## src/rtl/xbtn_ctrl.sv

```systemverilog
// Push-button peripheral: 2-FF synchroniser, per-button debounce counter, sticky press
// and overrun flags with read-to-clear / write-1-to-clear access, and a registered irq.
module xbtn_ctrl #(
    parameter int unsigned DATA_W     = 32,
    parameter int unsigned N_BTN      = 4,
    parameter int unsigned DEB_CYCLES = 500000,
    parameter int unsigned CNT_W      = 20
) (
    input  logic              clk,
    input  logic              rst,
    input  logic [N_BTN-1:0]  btn,
    input  logic              sel,
    input  logic              we,
    input  logic [DATA_W-1:0] data_in,
    output logic [DATA_W-1:0] data_out,
    output logic              irq
);

    localparam logic [CNT_W-1:0] CntMax = CNT_W'(DEB_CYCLES - 1);

    logic [N_BTN-1:0] s1_q, s2_q;
    logic [N_BTN-1:0] stable_q, stable_d;
    logic [N_BTN-1:0] pending_q, pending_d;
    logic [N_BTN-1:0] overrun_q, overrun_d;
    logic [N_BTN-1:0] press;
    logic [N_BTN-1:0] clr_pend, clr_ovr;
    logic [CNT_W-1:0] cnt_q [N_BTN];
    logic [CNT_W-1:0] cnt_d [N_BTN];
    logic             irq_q;
    logic             rd, wr;
    logic [DATA_W-1:0] rdata;

    assign rd = sel & ~we;
    assign wr = sel & we;

    // Count only while the synchronised level disagrees with the accepted level.
    always_comb begin
        stable_d = stable_q;
        for (int i = 0; i < int'(N_BTN); i++) begin
            cnt_d[i] = '0;
            if (s2_q[i] != stable_q[i]) begin
                if (cnt_q[i] == CntMax) begin
                    stable_d[i] = s2_q[i];
                end else begin
                    cnt_d[i] = cnt_q[i] + 1'b1;
                end
            end
        end
    end

    assign press = stable_d & ~stable_q;

    always_comb begin
        clr_pend = '0;
        clr_ovr  = '0;
        if (rd) begin
            clr_pend = '1;
            clr_ovr  = '1;
        end else if (wr) begin
            clr_pend = data_in[N_BTN-1:0];
            clr_ovr  = data_in[16 +: N_BTN];
        end
    end

    // A press always wins over a same-cycle clear; overrun only flags a genuinely lost press.
    always_comb begin
        pending_d = press | (pending_q & ~clr_pend);
        overrun_d = (overrun_q & ~clr_ovr) | (press & pending_q & ~clr_pend);
    end

    always_ff @(posedge clk) begin
        if (rst) begin
            s1_q      <= '0;
            s2_q      <= '0;
            stable_q  <= '0;
            pending_q <= '0;
            overrun_q <= '0;
            irq_q     <= 1'b0;
            for (int i = 0; i < int'(N_BTN); i++) begin
                cnt_q[i] <= '0;
            end
        end else begin
            s1_q      <= btn;
            s2_q      <= s1_q;
            stable_q  <= stable_d;
            pending_q <= pending_d;
            overrun_q <= overrun_d;
            irq_q     <= |pending_q;
            for (int i = 0; i < int'(N_BTN); i++) begin
                cnt_q[i] <= cnt_d[i];
            end
        end
    end

    always_comb begin
        rdata              = '0;
        rdata[0 +: N_BTN]  = pending_q;
        rdata[8 +: N_BTN]  = stable_q;
        rdata[16 +: N_BTN] = overrun_q;
        data_out           = sel ? rdata : '0;
    end

    assign irq = irq_q;

endmodule

```

## config.mk

```make
export PLATFORM = sky130hd
export DESIGN_NAME = xbtn_ctrl
export DESIGN_NICKNAME = d
export VERILOG_FILES = /design/src/rtl/xbtn_ctrl.sv
export SDC_FILE = /design/constraint.sdc
export NUM_CORES = 1
export LEC_CHECK = 0
export ABC_AREA = 0
export BUFFER_PORTS_ARGS = -buffer_cell sky130_fd_sc_hd__buf_2
export CORE_MARGIN = 2
export CORE_UTILIZATION = 63
export CTS_BUF_LIST = sky130_fd_sc_hd__clkbuf_4
export DETAILED_ROUTE_END_ITERATION = 7
export GPL_TIMING_DRIVEN = 0
export PLACE_DENSITY_LB_ADDON = 0.2
export RECOVER_POWER = 25
export SYNTH_ARGS = -nofsm -noshare
export SYNTH_HDL_FRONTEND = slang
export SYNTH_SLANG_ARGS = --single-unit
```

## constraint.sdc

```tcl
create_clock -name clk -period 3.35 [get_ports clk]
set_clock_uncertainty 0.1 [all_clocks]
set_input_delay 0.67 -clock clk [delete_from_list [all_inputs] [get_ports clk]]
set_output_delay 0.67 -clock clk [all_outputs]
set_load 0.05 [all_outputs]
```

# Yosys cells after proc, flatten, opt, wreduce, memory -nomap -nowiden
# Memory sizes are Yosys's and may differ from the RTL's.
# Cells that the tools add are included.
[op_classes]
n_addsub = 4
n_eq_ne = 8
n_mux = 28
n_bitwise = 17
reduce_logical = 1
[op_table]
columns = ["op", "n"]
rows = [
  ["$mux W20", 13],
  ["$add A20 B1 Y20 const B", 4],
  ["$eq A20 B19 Y1 const B", 4],
  ["$and A4 B4 Y4", 5],
  ["$mux W4", 4],
  ["$not A4 Y4", 3],
  ["$mux W1", 11],
  ["$or A4 B4 Y4", 2],
  ["$ne A1 B1 Y1", 4],
  ["$or A1 B1 Y1", 4],
  ["$reduce_or A4 Y1", 1],
  ["$and A1 B1 Y1", 2],
  ["$not A1 Y1", 1],
]
[word_totals]
reg_bits = 21
ramBits = 80
in_bits = 40
out_inout_bits = 33
elab_cells = 65
mem_count = 1
[mem_list]
columns = ["memory", "depth", "word_bits", "read_ports", "rd_ports_with_merged_regs", "wr", "line", "source"]
rows = [
  ["cnt_q", 4, 20, 4, 0, 4, "27", "logic [CNT_W-1:0] cnt_q [N_BTN];"],
]

# Depth between registers and ports, before layout
# An unclocked memory read counts as a cell.
[depth]
ltp_word = 8
ltp_mapped = 7
mapped_depth_nobuf = 5

# Worst setup path before layout
# Ideal clock, no wire load.
[synth_timing]
kind = "input port to output port"
startpoint = "input port sel"
endpoint = "output port data_out[0]"
t_arrival_ns = 1.313
required_ns = 2.580
slack_ns = 1.267
path_stages = 2
path_buffers = 1
cell_sequence = "clkbuf_1 and2_1"
[synth_via]
elab_chain_len = 1
[synth_rtl]
columns = ["element", "line", "source"]
rows = [
  ["from (decl)", "12", "input logic sel,"],
  ["$mux W20", "100", "data_out = sel ? rdata : '0;"],
  ["to (decl)", "15", "output logic [DATA_W-1:0] data_out,"],
]
# No other way between the ends.

==> flow_metrics.py <==
metrics = {
    "run_status": {
        "status": "completed",
    },
    "clock_tree": {
        "ctsResizeCount": 0,
        "path_clk_slew_ps": 150,
        "postCtsHoldBufs": 0,
        "post_cts_buffers": 0,
        "ctsRootBufferMaster": "clkbuf_4",
        "clkSinkCount": 101,
        "cts_tree": "done",
        "htreeDepth": 3,
        "cts_buffer_depth": 2,
        "insertion_delay_ps": 430,
        "cts-buffers-inserted": 9,
    },
    "grt": {
        "use_met2_pct": 40.2,
        "antenna_found_initial": 0,
        "gr-max-usage-layer": "met2",
        "grt_pass1_vias": 3646,
        "gr-usage-met1_pct": 30.1,
        "grt-ovfl-total": 0,
        "grt_pass1_wl_um": 16200,
        "grtUsageTotal_pct": 23.9,
        "grt_use_met3_pct": 5.87,
        "grt_max_degree": 16,
    },
    "critical_path": {
        "endpoint_kind": "flop",
        "timing.rr.start": "cnt_q[3][0]$_SDFF_PP0_",
        "r2r-end": "cnt_q[3][0]$_SDFF_PP0_",
        "cp_num_buf_inv": 1,
        "rrSetupSlack_ps": 820,
        "crit_slowest_cell": "o21ai_1",
        "crit_fanout": 10,
        "cp_cell_sequence": "ha_1 > and4_1 > nand4_1 > o21ai_1 > clkbuf_1 > nor2_1",
        "critical_path.max_stage_delay_ps": 560,
        "worst_ep_required_time_ps": 3580,
        "start_kind": "flop",
        "reg2reg_depth": 6,
        "critical_path.top_delay_family": "simple AND/OR/NAND/NOR gates",
        "crit_type": "flop to flop",
        "cp_data_arrival_time_ps": 2750,
    },
    "pwr": {
        "p_per_area_nw_per_um2": 361,
        "ir_drop_mv": 0.223,
        "finalPower_mw": 1.84,
        "leakage_nw": 1.76,
    },
    "min_path": {
        "hp-start": "btn[1]",
        "holdPathStages": 2,
        "hold_path_end": "s1_q[1]$_SDFF_PP0_",
        "hold_class": "input port to flop",
    },
    "yosys": {
        "netlist-cell-type-count": 45,
        "synth-compound-area-share_pct": 9.28,
        "synth-xor-area-share_pct": 9.92,
        "ys_top_cells_by_count": "101 x dfxtp_1, 63 x nor2_1, 37 x nand3_1",
        "synth-edff-count": 0,
        "synth_seq_area_share_pct": 43.2,
        "avgSynthCellArea_um2": 8.78,
        "synthAdderAreaFrac_pct": 1.07,
        "netlist_top_cells_area": "dfxtp_1 43%, xor2_1 6.2%, nor2_1 5.1%",
        "synth_area_um2": 4680,
        "synth_top_cell_area_share_pct": 43.2,
        "synth_most_common_cell": "dfxtp_1",
        "synth_top_area_cell": "dfxtp_1",
        "yosysWarnings": 0,
        "ys_ff_latch": 101,
        "synthArstFlopShare_pct": 0,
        "synth_cells": 533,
        "synthFlopType": "dfxtp_1",
        "yosys.area_share.simple_pct": 30.9,
        "synth_top_family_by_area": "simple AND/OR/NAND/NOR gates",
        "synth.area.mux_share_pct": 0.214,
    },
    "placement": {
        "placement.cell_area_um2": 5010,
        "place.gp.congestion": 0.871,
        "dp.final_hpwl_um": 6930,
        "portBuffers": 27,
    },
    "final_layout": {
        "final_area_um2": 5090,
        "num_antenna_cells": 0,
        "drive_above_1_share_pct": 11.6,
        "area_growth_pct": 8.74,
        "multiInputGateArea_um2": 2460,
        "fill_cells": 622,
        "seqCellArea_um2": 2020,
        "final_nets": 634,
    },
    "floorplanning": {
        "die-width_um": 90.2,
        "core-area_um2": 7210,
        "ios": 73,
        "dieArea_um2": 8140,
        "initial_core_util_pct": 64.9,
        "fp.dieH_um": 90.2,
        "rows": 31,
    },
    "detailed_routing": {
        "detail-route-antenna-nets": 0,
        "finalWirelength_um": 9400,
        "firstDrtPassIters": 4,
        "post_drt_wl_per_cell_um": 13.6,
        "drt-initial-drc-count": 156,
        "vias": 3876,
        "drcViolationCount": 0,
        "vias_per_cell": 5.60,
    },
    "sta": {
        "finalCriticalPeriod_ps": 2530,
        "tightestPinTransition_ps": 649,
        "maxSlewViolCount": 0,
        "relSlewSlack_pct": 56.4,
        "period_share_pct": 75.4,
        "whs_ps": 332,
        "setup_violations": 0,
        "setup-tns-final_ps": 0,
        "fmax_mhz": 396,
        "final_hold_viol_count": 0,
        "rsz0062_at_grt": "no",
    },
    "job": {
        "max-cap-violations": 0,
    },
}
[stage by stage]
| step | setup slack, ps | instances | util [%] |
|---|---|---|---|
| 3_3_place_gp | 986 | 678 | 69.5 |
| 2_1_floorplan | 1270 | 552 | - |
| 6_report | 824 | 692 | 70.6 |
| 4_1_cts | 878 | 692 | 70.8 |
| 5_1_grt | 661 | 692 | 70.6 |
| 3_5_place_dp | 923 | 678 | 69.5 |
[area by class of cell]
| class | count | area share (%) |
|---|---|---|
| plain buffers | 37 | 4.33 |
| clock buffers | 9 | 1.33 |
| repair buffers | 27 | 2.61 |
| flip-flops and latches | 101 | 39.7 |
| clock inverters | 5 | 0.590 |
| inverters | 8 | 0.590 |
| well taps | 99 | 2.43 |
| multi-input cells | 406 | 48.4 |
[report_power, final]
part	switching, mW	leakage [nW]	internal [mW]	total (mW)
clock	0.375	0.0551	0.141	0.517
sequential	0.00407	0.815	1.21	1.21
combinational	0.0788	0.888	0.0325	0.111
total	0.458	1.76	1.38	1.84
[cell usage in the layout (no fill, tap or decap), drive strengths merged, types with 2 or more instances in the layout]
cell type / instances
dfxtp: 101
nor2: 63
buf: 49
nand3: 38
xor2: 33
a21oi: 26
nand4: 25
clkbuf: 24
nand2: 21
xnor2: 20
conb: 20
o31ai: 20
o21ai: 19
or4: 17
and2: 16
and3: 15
nor2b: 11
or3: 9
and4: 9
inv: 8
nor3: 8
nor4: 6
nor4b: 4
nand2b: 4
nand3b: 4
ha: 4
clkinv: 4
or3b: 2
o22ai: 2
o21bai: 2
or2: 2
[sequential cells by signal (all words and copies together) (netlist names)]
register,cells
s1_q,4
cnt_q,80
irq,1
s2_q,4
pending_q,4
overrun_q,4
stable_q,4
[kinds of logic (layout without fill, tap and decap cells)]
family,count (synthesis),count (layout)
and+or+nand+nor,257,257
DFF,101,101
AOI/OAI and AO/OA,71,71
buffers and inverters,45,86
muxes,1,1
other,1,20
adders and majority gates,4,4
xor gates and xnor gates,53,53
[routing by layer]
layer / vias to the layer above / part of all wire [%] / wire (um)
met5: - / 0 / 0
met2: 94 / 48 / 4560
met3: 14 / 4.4 / 417
met1: 1793 / 46 / 4310
li1: 1975 / - / -
met4: 0 / 1.2 / 114
[how the worst max path moves through the flow]
stage                     depth (start not counted)              startpoint  slack [ps]                 endpoint
after floorplan                                   2                     sel        1270              data_out[0]
after global placement                            6  cnt_q[3][0]$_SDFF_PP0_         990   cnt_q[3][4]$_SDFF_PP0_
after detailed placement                          6  cnt_q[3][0]$_SDFF_PP0_         920   cnt_q[3][8]$_SDFF_PP0_
after CTS                                         6  cnt_q[3][0]$_SDFF_PP0_         880  cnt_q[3][12]$_SDFF_PP0_
after global routing                              7  cnt_q[0][0]$_SDFF_PP0_         660  cnt_q[0][14]$_SDFF_PP0_
final                                             6  cnt_q[3][0]$_SDFF_PP0_         820   cnt_q[3][0]$_SDFF_PP0_
No activity file was read; power rests on OpenSTA's default activity.
